`config.mk`:
```
export PLATFORM = sky130hd
export DESIGN_NAME = rx_byte_arbiter
export DESIGN_NICKNAME = d
export VERILOG_FILES = /design/src/rtl/rx_arb_pkg.sv /design/src/rtl/rx_byte_fifo.sv /design/src/rtl/rx_byte_arbiter.sv
export SDC_FILE = /design/constraint.sdc
export NUM_CORES = 1
export LEC_CHECK = 0
export BUFFER_PORTS_ARGS = -buffer_cell sky130_fd_sc_hd__buf_2
export CORE_MARGIN = 8
export CORE_UTILIZATION = 40
export CTS_BUF_LIST = sky130_fd_sc_hd__clkbuf_4
export CTS_CLUSTER_SIZE = 10
export DETAILED_ROUTE_END_ITERATION = 7
export SETUP_SLACK_MARGIN = 0.02
export SLEW_MARGIN = 15
export SYNTH_ARGS = -nofsm -noshare
export SYNTH_HDL_FRONTEND = slang
export SYNTH_SLANG_ARGS = --single-unit
```
`constraint.sdc`:
```
create_clock -name clk_clk -period 4.3 [get_ports clk_clk]
set_input_delay 0.215 -clock clk_clk [delete_from_list [all_inputs] [get_ports clk_clk]]
set_output_delay 0.215 -clock clk_clk [all_outputs]
set_load 0.01 [all_outputs]
```
`src/rtl/rx_arb_pkg.sv`:
```
// Shared types and constants for the two-source receive-byte arbiter.
package rx_arb_pkg;

    localparam int unsigned DEPTH_DEFAULT = 16;
    localparam int unsigned CNT_W         = 16;

    typedef logic [7:0] byte_t;

    typedef enum logic {
        SRC_UART = 1'b0,
        SRC_AUX  = 1'b1
    } src_idx_t;

endpackage

```
`src/rtl/rx_byte_fifo.sv`:
```
// Show-ahead byte FIFO: register array, wrapping pointers, registered level
// and empty flag. Full/empty come from the level count only.
module rx_byte_fifo
    import rx_arb_pkg::*;
#(
    parameter  int unsigned DEPTH = DEPTH_DEFAULT,
    localparam int unsigned AW    = $clog2(DEPTH)
) (
    input  logic        clk,
    input  logic        rst,
    input  logic        push,
    input  byte_t       push_data,
    input  logic        pop,
    output byte_t       head,
    output logic [AW:0] level,
    output logic        empty
);

    localparam logic [AW:0] FULL_LEVEL = (AW+1)'(DEPTH);
    localparam logic [AW:0] ONE_LEVEL  = (AW+1)'(1);

    byte_t         mem [DEPTH];
    logic [AW-1:0] wr_ptr;
    logic [AW-1:0] rd_ptr;
    logic          do_push;
    logic          do_pop;

    // Qualify requests: no write when full, no read when empty.
    always_comb begin
        do_push = push && (level != FULL_LEVEL);
        do_pop  = pop && !empty;
    end

    // Byte storage; cleared on reset so the head reads zero.
    always_ff @(posedge clk or posedge rst) begin
        if (rst) begin
            for (int unsigned i = 0; i < DEPTH; i++) begin
                mem[i] <= '0;
            end
        end else if (do_push) begin
            mem[wr_ptr] <= push_data;
        end
    end

    // Pointers, occupancy and empty flag move together on the same edge.
    always_ff @(posedge clk or posedge rst) begin
        if (rst) begin
            wr_ptr <= '0;
            rd_ptr <= '0;
            level  <= '0;
            empty  <= 1'b1;
        end else begin
            if (do_push) wr_ptr <= wr_ptr + 1'b1;
            if (do_pop)  rd_ptr <= rd_ptr + 1'b1;
            case ({do_push, do_pop})
                2'b10: begin
                    level <= level + 1'b1;
                    empty <= 1'b0;
                end
                2'b01: begin
                    level <= level - 1'b1;
                    empty <= (level == ONE_LEVEL);
                end
                default: ;
            endcase
        end
    end

    assign head = mem[rd_ptr];

endmodule

```
`src/rtl/rx_byte_arbiter.sv`:
```
// Round-robin merge of UART-bridge and aux-link byte streams into one
// show-ahead FIFO read through the rx_char / rx_fifo_empty / rx_fifo_read
// PIO triplet. Optional per-source statistics when RX_ARB_STATS_EN is defined.
module rx_byte_arbiter
    import rx_arb_pkg::*;
#(
    parameter  int unsigned DEPTH = DEPTH_DEFAULT,
    localparam int unsigned AW    = $clog2(DEPTH)
) (
    input  logic             clk_clk,
    input  logic             reset_reset,
    input  logic [7:0]       src0_data,
    input  logic             src0_valid,
    output logic             src0_ready,
    input  logic [7:0]       src1_data,
    input  logic             src1_valid,
    output logic             src1_ready,
    output logic [7:0]       rx_char,
    output logic             rx_fifo_empty,
    input  logic             rx_fifo_read,
`ifdef RX_ARB_STATS_EN
    output logic [CNT_W-1:0] src0_count,
    output logic [CNT_W-1:0] src1_count,
    output logic             underflow,
    input  logic             stats_clr,
`endif
    output logic [AW:0]      fifo_level
);

    localparam logic [AW:0] FULL_LEVEL = (AW+1)'(DEPTH);

    src_idx_t last_grant;
    logic     rd_req_q;
    logic     pop_evt;
    logic     grant0;
    logic     grant1;
    logic     push;
    byte_t    push_data;

    // Grant from registered state only; a same-cycle pop never opens a slot.
    // Readies are forced low while reset is asserted.
    always_comb begin
        grant0 = 1'b0;
        grant1 = 1'b0;
        if (fifo_level != FULL_LEVEL) begin
            if (src0_valid && src1_valid) begin
                grant0 = (last_grant == SRC_AUX);
                grant1 = (last_grant == SRC_UART);
            end else begin
                grant0 = src0_valid;
                grant1 = src1_valid;
            end
        end
        src0_ready = grant0 && !reset_reset;
        src1_ready = grant1 && !reset_reset;
        push       = grant0 || grant1;
        push_data  = grant1 ? src1_data : src0_data;
        pop_evt    = rx_fifo_read && !rd_req_q;
    end

    // Remember the last winner so a contest alternates.
    always_ff @(posedge clk_clk or posedge reset_reset) begin
        if (reset_reset) begin
            last_grant <= SRC_AUX;
        end else if (push) begin
            last_grant <= grant1 ? SRC_AUX : SRC_UART;
        end
    end

    // Rising-edge detector on the PIO pop level.
    always_ff @(posedge clk_clk or posedge reset_reset) begin
        if (reset_reset) rd_req_q <= 1'b0;
        else             rd_req_q <= rx_fifo_read;
    end

    rx_byte_fifo #(
        .DEPTH (DEPTH)
    ) u_fifo (
        .clk       (clk_clk),
        .rst       (reset_reset),
        .push      (push),
        .push_data (push_data),
        .pop       (pop_evt),
        .head      (rx_char),
        .level     (fifo_level),
        .empty     (rx_fifo_empty)
    );

`ifdef RX_ARB_STATS_EN
    // Saturating accept counters and sticky underflow; clear has priority.
    always_ff @(posedge clk_clk or posedge reset_reset) begin
        if (reset_reset) begin
            src0_count <= '0;
            src1_count <= '0;
            underflow  <= 1'b0;
        end else if (stats_clr) begin
            src0_count <= '0;
            src1_count <= '0;
            underflow  <= 1'b0;
        end else begin
            if (grant0 && src0_count != '1) src0_count <= src0_count + 1'b1;
            if (grant1 && src1_count != '1) src1_count <= src1_count + 1'b1;
            if (pop_evt && rx_fifo_empty)   underflow  <= 1'b1;
        end
    end
`endif

endmodule

```
==> impl_metrics.sql <==
INSERT INTO impl_metrics (metric_group, metric, value, unit) VALUES
('status', 'status', 'completed', ''),
('power', 'power.static_leakage', '2.94', 'nW'),
('critical_path', 'worst_ep_arrival_time', '3.63', 'ns'),
('timing', 'fmaxAchievable', '319', 'MHz'),
('drt', 'drt_iter0_drc', '775', ''),
('synthesis', 'netlist.area_leader.share', '0.447', ''),
('layout', 'fin_nets', '662', ''),
('place', 'routabilityCongestion', '0.780', ''),
('timing', 'final_hold_viol_count', '0', ''),
('timing', 'timing.max_slew.rel_slack', '0.293', ''),
('clocking', 'cts.clk_slew.worst_paths', '0.12', 'ns'),
('clocking', 'cts_resized', '0', ''),
('synthesis', 'seq_area_frac_synth', '0.454', ''),
('worst_hold_path', 'worst_hold_path_type', 'in -> reg', ''),
('layout', 'layout-drive-gt1-share', '0.247', ''),
('grt', 'grt_antenna_before_repair', '1', ''),
('grt', 'track_usage', '0.212', ''),
('grt', 'grt_max_degree', '109', ''),
('synthesis', 'synth-warning-count', '0', ''),
('timing', 'grt_setup_unrepaired', 'no', ''),
('power', 'power.density_cell_area', '847', 'nW/um^2'),
('layout', 'finish.utilization', '0.432', ''),
('floorplan', 'std_cell_rows', '51', ''),
('drt', 'detail_route.vias_per_cell', '7.22', ''),
('critical_path', 'crit_path_max_fanout', '29', ''),
('clocking', 'cts_tree', 'yes', ''),
('drt', 'routedWlPerCell', '27.9', 'um'),
('synthesis', 'synth.distinct_cells', '46', ''),
('critical_path', 'max_stage_delay', '0.77', 'ns'),
('layout', 'area.growth.synth_to_final', '5.91', '%'),
('timing', 'period_needed', '3.13', 'ns'),
('synthesis', 'avgSynthCellArea', '12.1', 'um^2'),
('place', 'buffer_ports.inserted', '36', ''),
('clocking', 'cts_num_sinks', '144', ''),
('synthesis', 'synth_top_flop_cell', 'sky130_fd_sc_hd__dfrtp_1', ''),
('clocking', 'cts_buffers', '17', ''),
('synthesis', 'ys_async_sr_fraction', '1.00', ''),
('timing', 'finalSetupTns', '0', 'ns'),
('timing', 'post-route-period-util', '0.728', ''),
('place', 'placed_area', '8090', 'um^2'),
('floorplan', 'design.portCount', '37', ''),
('clocking', 'cts.path.max_buffers', '2', ''),
('synthesis', 'synth_enable_flop_cells', '0', ''),
('layout', 'final_design_area_no_fill', '8410', 'um^2'),
('clocking', 'post_cts_repair_timing_setup_buffer_count', '0', ''),
('grt', 'grt_pass1_wl', '39700', 'um'),
('drt', 'ant_nets', '0', ''),
('floorplan', 'core_area', '19500', 'um^2'),
('place', 'dp_hpwl', '14600', 'um'),
('run', 'cap_violations', '0', ''),
('synthesis', 'syn_nets', '685', ''),
('synthesis', 'synth.largest_area_cell', 'sky130_fd_sc_hd__dfrtp_1', ''),
('drt', 'route.vias.total', '6561', ''),
('floorplan', 'die_height', '157', 'um'),
('drt', 'dr.pass1.iters', '5', ''),
('clocking', 'clock_tree.htree_level_count', '4', ''),
('critical_path', 'worstSetupPathType', 'reg -> reg', ''),
('drt', 'remaining_drc_errors', '0', ''),
('synthesis', 'post-synth-top-count-cell', 'sky130_fd_sc_hd__dfrtp_1', ''),
('power', 'vdd_ir_drop_max', '0.428', 'mV'),
('grt', 'grt-ovfl-total', '0', ''),
('floorplan', 'die_width', '157', 'um'),
('synthesis', 'synth.cells.most_frequent', '142 x sky130_fd_sc_hd__dfrtp_1, 129 x sky130_fd_sc_hd__a31oi_1, 128 x sky130_fd_sc_hd__a41oi_1, 37 x sky130_fd_sc_hd__clkbuf_1, 32 x sky130_fd_sc_hd__mux4_2', ''),
('critical_path', 'critPathCaptureType', 'register', ''),
('critical_path', 'critical_path_required', '4.80', 'ns'),
('timing', 'timing.clock.skew', '0.0193', 'ns'),
('synthesis', 'ys_ff_latch', '144', ''),
('timing', 'setup_viol', '0', ''),
('clocking', 'clkLatencyLatePin', '0.57', 'ns'),
('critical_path', 'cp-start-kind', 'register', ''),
('grt', 'grt_pass1_vias', '6624', ''),
('floorplan', 'floorplan.die_area', '24600', 'um^2'),
('synthesis', 'synth.cell_area', '7940', 'um^2'),
('timing', 'report.final.slew_viol_count', '0', ''),
('critical_path', 'worstPathCellList', 'inv_1 > ha_1 > and4bb_4 > nor2_2 > inv_1 > ha_1 > or4b_2 > a21oi_1 > xor2_1', ''),
('synthesis', 'synth.top_cells.by_area', 'sky130_fd_sc_hd__dfrtp_1 45%, sky130_fd_sc_hd__a41oi_1 14%, sky130_fd_sc_hd__a31oi_1 10%', ''),
('timing', 'worst_slew_pin_slew', '1.06', 'ns'),
('synthesis', 'netlist_instances', '654', ''),
('clocking', 'ctsRootBufferMaster', 'sky130_fd_sc_hd__clkbuf_4', ''),
('drt', 'totalWireLength', '25300', 'um'),
('floorplan', 'initial_core_util', '0.408', ''),
('critical_path', 'cpMaxStageDelayCell', 'sky130_fd_sc_hd__and4bb_4', '');
==> sequential cells by signal, indices dropped and copies added (netlist names) <==
register       cells
u_fifo.level       5
rd_req_q           1
u_fifo.wr_ptr      4
u_fifo.rd_ptr      4
u_fifo.empty       1
last_grant         1
u_fifo.mem       128
==> critical path: cells and delay by family (launching register included) <==
| kind | cells | cell delay, ns |
|---|---|---|
| adder cells (fa/ha/maj) | 2 | 0.51 |
| buffers and inverters | 2 | 0.22 |
| AO/OA/AOI/OAI | 1 | 0.18 |
| AND/OR/NAND/NOR | 3 | 1.51 |
| flip-flops | 1 | 0.46 |
| XOR/XNOR | 1 | 0.16 |
==> metal layers <==
layer  GRT usage  part of all wire  up-vias
met5           0                 0        -
met4       0.113             0.051        0
met3      0.0633             0.090      100
met2       0.333              0.47      366
met1       0.258              0.39     3360
li1            -                 -     2735
==> cells by family (layout without fill, tap and decap cells) <==
kind of cell / after synthesis / count (layout) / share of synthesized area
compound gates: 297 / 297 / 0.281
flops: 144 / 144 / 0.454
buf+inv: 100 / 89 / 0.0635
simple gates: 57 / 57 / 0.0785
mux: 35 / 35 / 0.0948
xor+xnor: 11 / 11 / 0.0121
fa+ha+maj: 10 / 10 / 0.0158
other cells: 0 / 1 / 0
==> repair_timing <==
item,CTS,global route
hold endpoints to repair,107,0
hold buffers,3,0
setup endpoints to repair,0,0
==> where the power goes <==
| part | switching, mW | internal, mW | leakage (nW) |
|---|---|---|---|
| registers | 0.618 | 2.05 | 1.64 |
| clock network | 0.483 | 0.433 | 0.157 |
| logic | 2.08 | 1.46 | 1.15 |
| total | 3.19 | 3.94 | 2.94 |
==> cells in the final DEF (no fill, tap or decap), types with 6 or more instances in the layout <==
master / Yosys / final
sky130_fd_sc_hd__o21ai_2: 7 / 7
sky130_fd_sc_hd__a22oi_1: 16 / 16
sky130_fd_sc_hd__a31oi_1: 129 / 129
sky130_fd_sc_hd__nand3_2: 8 / 8
sky130_fd_sc_hd__buf_4: 7 / 10
sky130_fd_sc_hd__nand2_1: 12 / 12
sky130_fd_sc_hd__inv_1: 7 / 6
sky130_fd_sc_hd__clkbuf_4: 0 / 23
sky130_fd_sc_hd__xnor2_1: 7 / 7
sky130_fd_sc_hd__mux4_2: 32 / 32
sky130_fd_sc_hd__dfrtp_1: 142 / 138
sky130_fd_sc_hd__buf_2: 30 / 36
sky130_fd_sc_hd__a41oi_1: 128 / 128
sky130_fd_sc_hd__ha_1: 10 / 10
sky130_fd_sc_hd__nor4_4: 16 / 16
==> cell type report <==
class | instances | area, um^2
antenna | 1 | 2.50
clock buffer | 23 | 173
clock inverter | 8 | 114
fill | 1832 | 11100
inverter | 9 | 46.3
multi-input combinational | 410 | 3850
sequential | 144 | 3610
tap | 265 | 332
timing repair buffer | 49 | 285
==> through the flow <==
stage	setup WS, ns	cells	hold WS (ns)	total power, mW
after floorplan	0.222	654	0.246	5.21
after global placement	1.32	874	0.337	6.05
after detailed placement	1.21	874	0.339	6.20
after CTS	1.17	908	0.00579	7.10
after global routing	1.02	909	0.0334	7.56
final	1.17	909	0.0390	7.13
==> worst paths after layout <==
path                                       from              end  slack (ns)  cells past startpoint
worst min register to register     u_fifo.empty     u_fifo.empty        0.51                      2
worst max register to register  u_fifo.level[1]  u_fifo.level[3]        1.17                      9
min in group asynchronous           reset_reset  u_fifo.mem[111]        0.45                      3
worst max-delay path            u_fifo.level[1]  u_fifo.level[3]        1.17                      9
worst min-delay path                 src0_valid       last_grant        0.04                      2
max in group asynchronous           reset_reset   u_fifo.mem[38]        2.79                      4
Power figures use the tool's default switching activity.
